`src/rtl/elevator_pkg.sv`:
```
// Shared defaults and request kinds for the elevator call register.
package elevator_pkg;

  localparam int FLOORS_DEFAULT   = 8;
  localparam int FLOOR_W_DEFAULT  = 3;
  localparam int DEBOUNCE_DEFAULT = 4;

  typedef enum logic [1:0] {
    REQ_IN   = 2'd0,
    REQ_UP   = 2'd1,
    REQ_DOWN = 2'd2
  } req_kind_e;

endpackage

```
`src/rtl/btn_debounce.sv`:
```
// Two-flop synchronizer plus saturating high-sample counter; emits a single
// registered accept pulse per continuous press.
module btn_debounce #(
  parameter int DEBOUNCE = 4
) (
  input  logic clk,
  input  logic reset,
  input  logic raw,
  output logic accept
);

  localparam int CW = $clog2(DEBOUNCE + 1);

  logic          sync1;
  logic          sync2;
  logic [CW-1:0] cnt;

  // Counter saturates at DEBOUNCE, so a held button cannot fire again until a low sample re-arms it.
  always_ff @(posedge clk or negedge reset) begin
    if (!reset) begin
      sync1  <= 1'b0;
      sync2  <= 1'b0;
      cnt    <= '0;
      accept <= 1'b0;
    end else begin
      sync1  <= raw;
      sync2  <= sync1;
      accept <= sync2 && (cnt == CW'(DEBOUNCE - 1));
      if (!sync2)
        cnt <= '0;
      else if (cnt != CW'(DEBOUNCE))
        cnt <= cnt + CW'(1);
    end
  end

endmodule

```
`src/rtl/call_register.sv`:
```
// Latches debounced car and hall calls, applies lockouts and service clears,
// and publishes registered above/here/below summaries and a request count.
module call_register
  import elevator_pkg::*;
#(
  parameter int FLOORS   = FLOORS_DEFAULT,
  parameter int FLOOR_W  = FLOOR_W_DEFAULT,
  parameter int DEBOUNCE = DEBOUNCE_DEFAULT
) (
  input  logic               clk,
  input  logic               reset,
  input  logic [FLOORS-1:0]  btn_in,
  input  logic [FLOORS-1:0]  btn_up_out,
  input  logic [FLOORS-1:0]  btn_down_out,
  input  logic [FLOORS-1:0]  block_mask,
  input  logic [FLOORS-1:0]  inactivate_in_levels,
  input  logic [FLOORS-1:0]  inactivate_out_up_levels,
  input  logic [FLOORS-1:0]  inactivate_out_down_levels,
  input  logic [FLOOR_W-1:0] cur_floor,
  output logic [FLOORS-1:0]  active_in_levels,
  output logic [FLOORS-1:0]  active_out_up_levels,
  output logic [FLOORS-1:0]  active_out_down_levels,
  output logic               any_above,
  output logic               any_here,
  output logic               any_below,
  output logic [FLOOR_W:0]   req_count
);

  // No "up" call exists at the top floor and no "down" call at the bottom floor.
  localparam logic [FLOORS-1:0] UP_OK   = {1'b0, {(FLOORS-1){1'b1}}};
  localparam logic [FLOORS-1:0] DOWN_OK = {{(FLOORS-1){1'b1}}, 1'b0};

  logic [FLOORS-1:0]  raw [3];
  logic [FLOORS-1:0]  acc [3];
  logic [FLOORS-1:0]  any_req;
  logic               above_c;
  logic               here_c;
  logic               below_c;
  logic [FLOOR_W:0]   count_c;

  assign raw[int'(REQ_IN)]   = btn_in;
  assign raw[int'(REQ_UP)]   = btn_up_out;
  assign raw[int'(REQ_DOWN)] = btn_down_out;

  for (genvar k = 0; k < 3; k++) begin : g_kind
    for (genvar f = 0; f < FLOORS; f++) begin : g_floor
      btn_debounce #(.DEBOUNCE(DEBOUNCE)) u_debounce (
        .clk    (clk),
        .reset  (reset),
        .raw    (raw[k][f]),
        .accept (acc[k][f])
      );
    end
  end

  assign any_req = active_in_levels | active_out_up_levels | active_out_down_levels;

  // A cur_floor beyond the last served floor is above every index, so all requests fall into "below".
  always_comb begin
    above_c = 1'b0;
    here_c  = 1'b0;
    below_c = 1'b0;
    count_c = '0;
    for (int f = 0; f < FLOORS; f++) begin
      if (any_req[f]) begin
        count_c = count_c + (FLOOR_W+1)'(1);
        if (FLOOR_W'(f) > cur_floor)
          above_c = 1'b1;
        else if (FLOOR_W'(f) == cur_floor)
          here_c = 1'b1;
        else
          below_c = 1'b1;
      end
    end
  end

  always_ff @(posedge clk or negedge reset) begin
    if (!reset) begin
      active_in_levels       <= '0;
      active_out_up_levels   <= '0;
      active_out_down_levels <= '0;
      any_above              <= 1'b0;
      any_here               <= 1'b0;
      any_below              <= 1'b0;
      req_count              <= '0;
    end else begin
      // Clear is applied last so it wins over a coincident accept.
      active_in_levels <= (active_in_levels | (acc[int'(REQ_IN)] & ~block_mask))
                          & ~inactivate_in_levels;
      active_out_up_levels <= (active_out_up_levels | (acc[int'(REQ_UP)] & UP_OK))
                              & ~inactivate_out_up_levels;
      active_out_down_levels <= (active_out_down_levels | (acc[int'(REQ_DOWN)] & DOWN_OK))
                                & ~inactivate_out_down_levels;
      any_above <= above_c;
      any_here  <= here_c;
      any_below <= below_c;
      req_count <= count_c;
    end
  end

endmodule
```
`config.mk`:
```
export PLATFORM = sky130hd
export DESIGN_NAME = call_register
export DESIGN_NICKNAME = d
export VERILOG_FILES = /design/src/rtl/elevator_pkg.sv /design/src/rtl/btn_debounce.sv /design/src/rtl/call_register.sv
export SDC_FILE = /design/constraint.sdc
export NUM_CORES = 1
export LEC_CHECK = 0
export ABC_AREA = 1
export CORE_UTILIZATION = 50
export CTS_CLUSTER_DIAMETER = 30
export DETAILED_ROUTE_END_ITERATION = 10
export PLACE_DENSITY = 0.85
export SYNTH_ARGS = -nofsm -noshare
export SYNTH_HDL_FRONTEND = slang
export SYNTH_SLANG_ARGS = --single-unit
```
`constraint.sdc`:
```
create_clock -name clk -period 5.1 [get_ports clk]
set_clock_uncertainty 0.2 [all_clocks]
set_input_delay 1.02 -clock clk [delete_from_list [all_inputs] [get_ports clk]]
set_output_delay 1.02 -clock clk [all_outputs]
set_load 0.02 [all_outputs]
```
**Word-level counts from Yosys, hierarchy flattened**

Cells that the tools add are included.

- Flip-flop bits (word level): 163
- Input bits: 61
- Output and inout port bits: 31
- Logic and storage cells: 357

- Add/subtract/negate cells: 29
- $lt $le $gt $ge: 8
- Equality and inequality tests: 73
- Muxes and demuxes: 116
- Bitwise logic cells: 13
- Reduce and logical (&&, ||, !) cells: 23

Operator list:

| cell | number |
|---|---|
| two-way mux 3 bit | 44 |
| adder 3 x 1 -> 3 bit (second input constant) | 22 |
| == test 3 x 2 -> 1 bit (second input constant) | 22 |
| inequality test 3 bit (second input constant) | 22 |
| two-way mux 1 bit | 65 |
| inequality test 2 bit (second input constant) | 22 |
| bitwise AND 8 bit | 4 |
| NOT 8 bit | 4 |
| bitwise OR 8 bit | 4 |
| adder 4 x 1 -> 4 bit (second input constant) | 7 |
| two-way mux 4 bit | 7 |
| logical AND 1 bit | 22 |
| == test 3 bit (first input constant) | 4 |
| > comparator 3 bit (first input constant) | 4 |
| bitwise OR 8 x 7 -> 8 bit | 1 |
| == test 2 x 3 -> 1 bit (first input constant) | 2 |
| > comparator 1 x 3 -> 1 bit (first input constant) | 2 |
| > comparator 2 x 3 -> 1 bit (first input constant) | 2 |
| == test 1 x 3 -> 1 bit (first input constant) | 1 |
| zero test 3 bit | 1 |

**Logic depth before layout (Yosys ltp)**

- Depth after elaboration: 25
- Gate-level depth with buffers: 28
- Depth with buffers taken out: 28

**Modules after synthesis**

A second synthesis with hierarchy kept.

- Cell total of the unflattened synthesis: 725
- Area, all modules: 7295.7 sq um

Modules (own cells, without submodules):

| module | instances | cells an instance | area each (sq um) | seq. area each (sq um) |
|---|---|---|---|---|
| btn_debounce | 22 | 22 | 250.2 | 150.1 |
| call_register | 1 | 241 | 1790.5 | 775.7 |

**Worst setup path before layout**

Ideal clock, no wire load.

- Path type: register to register
- Start point: reg active_out_down_levels[1]
- End point: reg req_count[1]
- Setup time: 0.139 ns
- Data arrival time: 3.790 ns
- Required time: 4.761 ns
- Setup slack: 0.971 ns
- Stages on the path, launching flop included: 23
- Buffers on the path: 0
- Clock period less this slack: 4.129 ns
- Path through: dfrtp_1 > nor3_1 > ha_1 > inv_1 > nand3_1 > nand2_2 > inv_1 > ha_1 > nand2_1 > nand2_1 > ha_1 > or2_2 > nand2_1 > inv_1 > ha_1 > nand2_1 > nand2_2 > ha_1 > nand2_1 > nand2_1 > ha_1 > nor2_1 > a31oi_1

- Cells in the longest elaborated chain, start to end: 14

RTL lines:

| item | RTL line | text |
|---|---|---|
| start, declared | call_register.sv:22 | `output logic [FLOORS-1:0] active_out_down_levels,` |
| start signal, assigned | call_register.sv:92 | `active_out_down_levels <= (active_out_down_levels \| (acc[int'(REQ_DOWN)] & DOWN_OK))` |
| bitwise OR 8 bit * | call_register.sv:56 | `assign any_req = active_in_levels \| active_out_up_levels \| active_out_down_levels;` |
| two-way mux 4 bit * | call_register.sv:65 | `if (any_req[f]) begin` |
| adder 4 x 1 -> 4 bit | call_register.sv:66 | `count_c = count_c + (FLOOR_W+1)'(1);` |
| two-way mux 4 bit * | call_register.sv:65 |  |
| adder 4 x 1 -> 4 bit | call_register.sv:66 |  |
| two-way mux 4 bit * | call_register.sv:65 |  |
| adder 4 x 1 -> 4 bit | call_register.sv:66 |  |
| two-way mux 4 bit * | call_register.sv:65 |  |
| adder 4 x 1 -> 4 bit | call_register.sv:66 |  |
| two-way mux 4 bit * | call_register.sv:65 |  |
| adder 4 x 1 -> 4 bit | call_register.sv:66 |  |
| two-way mux 4 bit * | call_register.sv:65 |  |
| adder 4 x 1 -> 4 bit | call_register.sv:66 |  |
| two-way mux 4 bit * | call_register.sv:65 |  |
| net count_c[1] | call_register.sv:39 | `logic [FLOOR_W:0] count_c;` |
| end signal, assigned | call_register.sv:97 | `req_count <= count_c;` |
| end, declared | call_register.sv:26 | `output logic [FLOOR_W:0] req_count` |

The timed path passes the listed nets; every way through them passes the cells marked *.
A chain may end at the register's enable or synchronous reset.

**Worst setup path after layout**

Ends and elaborated chain as after synthesis.

==> impl_metrics.toml <==
[placement]
gp_congestion = 0.870
port_buffers = 89
dp_hpwl_mm = 8.98
placed_area_um2 = 8320

[outcome]
status = "finished, final reports clean"

[setup_path]
crit_arrival_ns = 4.52
critPathKind = "reg -> reg"
start_kind = "flop"
slowest_stage = "nor3_1"
path_buf_inv = 3
critPathMaxStageDelay_ns = 0.44
path_max_fanout = 4
endpoint_kind = "flop"
required_ns = 5.18
critPathTopFamily = "adder cells"
crit_chain = "nor3_1, ha_1, inv_1, nand3_1, nand2_2, inv_1, ha_1, nand2_1, nand2_1, ha_1, or2_2, nand2_1, inv_1, ha_1, nand2_1, nand2_2, ha_1, nand2_1, nand2_1, ha_1, nor2_1, a31oi_1"

[detailed_routing]
viasPerCell = 4.86
drc = 0
dr.first_iter.drc_count = 237
vias = 4882
drt_pass1_iterations = 5
wire_per_inst_um = 12.3
drt_wl_total_mm = 12.4
drtAntennaViolNets = 0

[synth]
synth_edf_count = 0
postSynthAreaPerCell_um2 = 10.2
ys_dominant_reg_cell = "dfrtp_1"
postSynthCellCount = 703
yosys_warnings = 0
syn_area_um2 = 7180
synth_nets = 837
yosysTopAreaCell = "dfrtp_1"
yosys_register_bits = 163
synthTopCellsByArea = "dfrtp_1 57%, ha_1 13%, inv_1 7.6%"
synth_top_area_share_pct = 56.8
synthArstFlopShare_pct = 100
ys_types = 26
ys_seq_area_share_pct = 56.8

[floorplan]
core_um2 = 13900
die_h_um = 122
ioPinCount = 92
die_area_um2 = 14800
num_rows = 43
dieWidth_um = 122
start_util_pct = 51.5

[sta]
tns_ns = 0
worst_slew_margin_rel_pct = 45.7
drv_slew = 0
grt_setup_unrepaired = "no"
max_freq_ghz = 0.225
period_share_pct = 87.1
setup_viol = 0
hold_ws_ns = 0.146
worst_slew_pin_slew_ns = 0.815
fin_crit_ns = 4.44
final-hold-violation-count = 0

[clock_network]
numCtsBuffers = 17
clk_latency_ns = 0.43
cts_tree = "done"
ctsHoldBuffers = 0
clkSlewWorstSetupHoldPaths_ns = 0.07
cts_root_buffer = "clkbuf_16"
postCtsSetupBuffers = 0
cts_htree_levels = 4
cts_sinks = 163
cts_resized = 0
cts.path.max_buffers = 2

[power]
p_total_mw = 4.03
power.density_nw_per_um2 = 451
ir_drop_uv = 362
power_leakage_nw = 4.66

[final_layout]
drive_gt1_share_pct = 8.61
final_area_um2 = 8940
most-common-layout-cells = "163 x dfrtp_1, 146 x inv_1, 88 x clkdlybuf4s50_1"
utilization_pct = 64.2
syn2layout_area_growth_pct = 24.5
nFillCells = 1071
antenna_cells = 0
final_nets = 946
final_common_cell = "dfrtp_1"

[job]
cap_violations = 0

[global_route]
gr-total-overflow = 0
grt_pass1_vias = 4851
antenna_found_initial = 0
grt_max_degree = 93
gr-usage-all-layers_pct = 19.0
grt_pass1_wl_mm = 21.6

[worst_hold_path]
hold_path.class = "reg -> reg"
[area by class of cell]
class	count	area, um2	area share, %
Sequential cell	163	4080	45.6
Tap cell	180	225	2.52
Clock inverter	15	195	2.18
Timing Repair Buffer	90	912	10.2
Inverter	150	563	6.30
Multi-Input combinational cell	390	2540	28.4
Clock buffer	17	425	4.76
[final timing paths]
path | slack (ns) | from | cells past startpoint | end
setup / recovery | 0.66 | active_out_down_levels[1] | 22 | req_count[1]
max in group asynchronous | 3.37 | reset | 2 | g_kind[0].g_floor[3].u_debounce.sync1
min in group asynchronous | 0.47 | reset | 1 | g_kind[0].g_floor[7].u_debounce.sync2
setup reg to reg | 0.66 | active_out_down_levels[1] | 22 | req_count[1]
hold reg to reg | 0.15 | g_kind[0].g_floor[7].u_debounce.sync1 | 0 | g_kind[0].g_floor[7].u_debounce.sync2
hold / removal | 0.15 | g_kind[0].g_floor[7].u_debounce.sync1 | 0 | g_kind[0].g_floor[7].u_debounce.sync2
[metal layers]
metal  vias to the layer above  wire length [um]  global-route usage, %
li1                       2451                 -                      -
met1                      2325              5390                   22.6
met2                        94              6340                   32.7
met3                        12               534                   5.85
met4                         0               141                   5.86
met5                         -                 0                      0
[flip-flops by register name (all words and copies together) (netlist names)]
register,cells
g_kind.g_floor.u_debounce.cnt,66
g_kind.g_floor.u_debounce.accept,22
g_kind.g_floor.u_debounce.sync1,22
g_kind.g_floor.u_debounce.sync2,22
active_in_levels,8
active_out_down_levels,8
active_out_up_levels,8
req_count,4
any_above,1
any_below,1
any_here,1
[cell families after synthesis]
group / synth area share, %
flip-flops: 56.8
buffers and inverters: 7.84
XOR/XNOR: 0.244
adder cells (fa/ha/maj): 12.7
AO/OA/AOI/OAI: 9.04
AND/OR/NAND/NOR: 13.4
[per-stage QoR]
| stage | std cells | setup slack, ns |
|---|---|---|
| floorplan | 703 | 0.971 |
| global placement | 973 | 0.792 |
| finish | 1005 | 0.660 |
| global route | 1005 | 0.209 |
| detailed placement | 973 | 0.649 |
| CTS | 1005 | 0.629 |
[worst reg2reg max path: cells and delay by family (launching register included)]
kind	cells	cell delay, ns
adders and majority gates	6	1.78
AOI/OAI and AO/OA	1	0.06
buffers and inverters	3	0.17
and+or+nand+nor	12	1.68
DFF	1	0.39
[report_power, final]
part           leakage, nW  switching (mW)  internal [mW]
clock network        0.296           0.542          0.784
logic                 2.26           0.591          0.412
registers             2.11           0.155           1.55
[synthesized netlist by cell type (all sizes together) (2+ instances only)]
master and instances:
a221oi 2, nand3 46, nor2 51, dfrtp 163, ha 73, a21boi 14
a21oi 38, o21ai 58, inv 150, or2 2, nand2 91, o22ai 4
a31oi 2, nor3 6
Power figures use the tool's default switching activity.
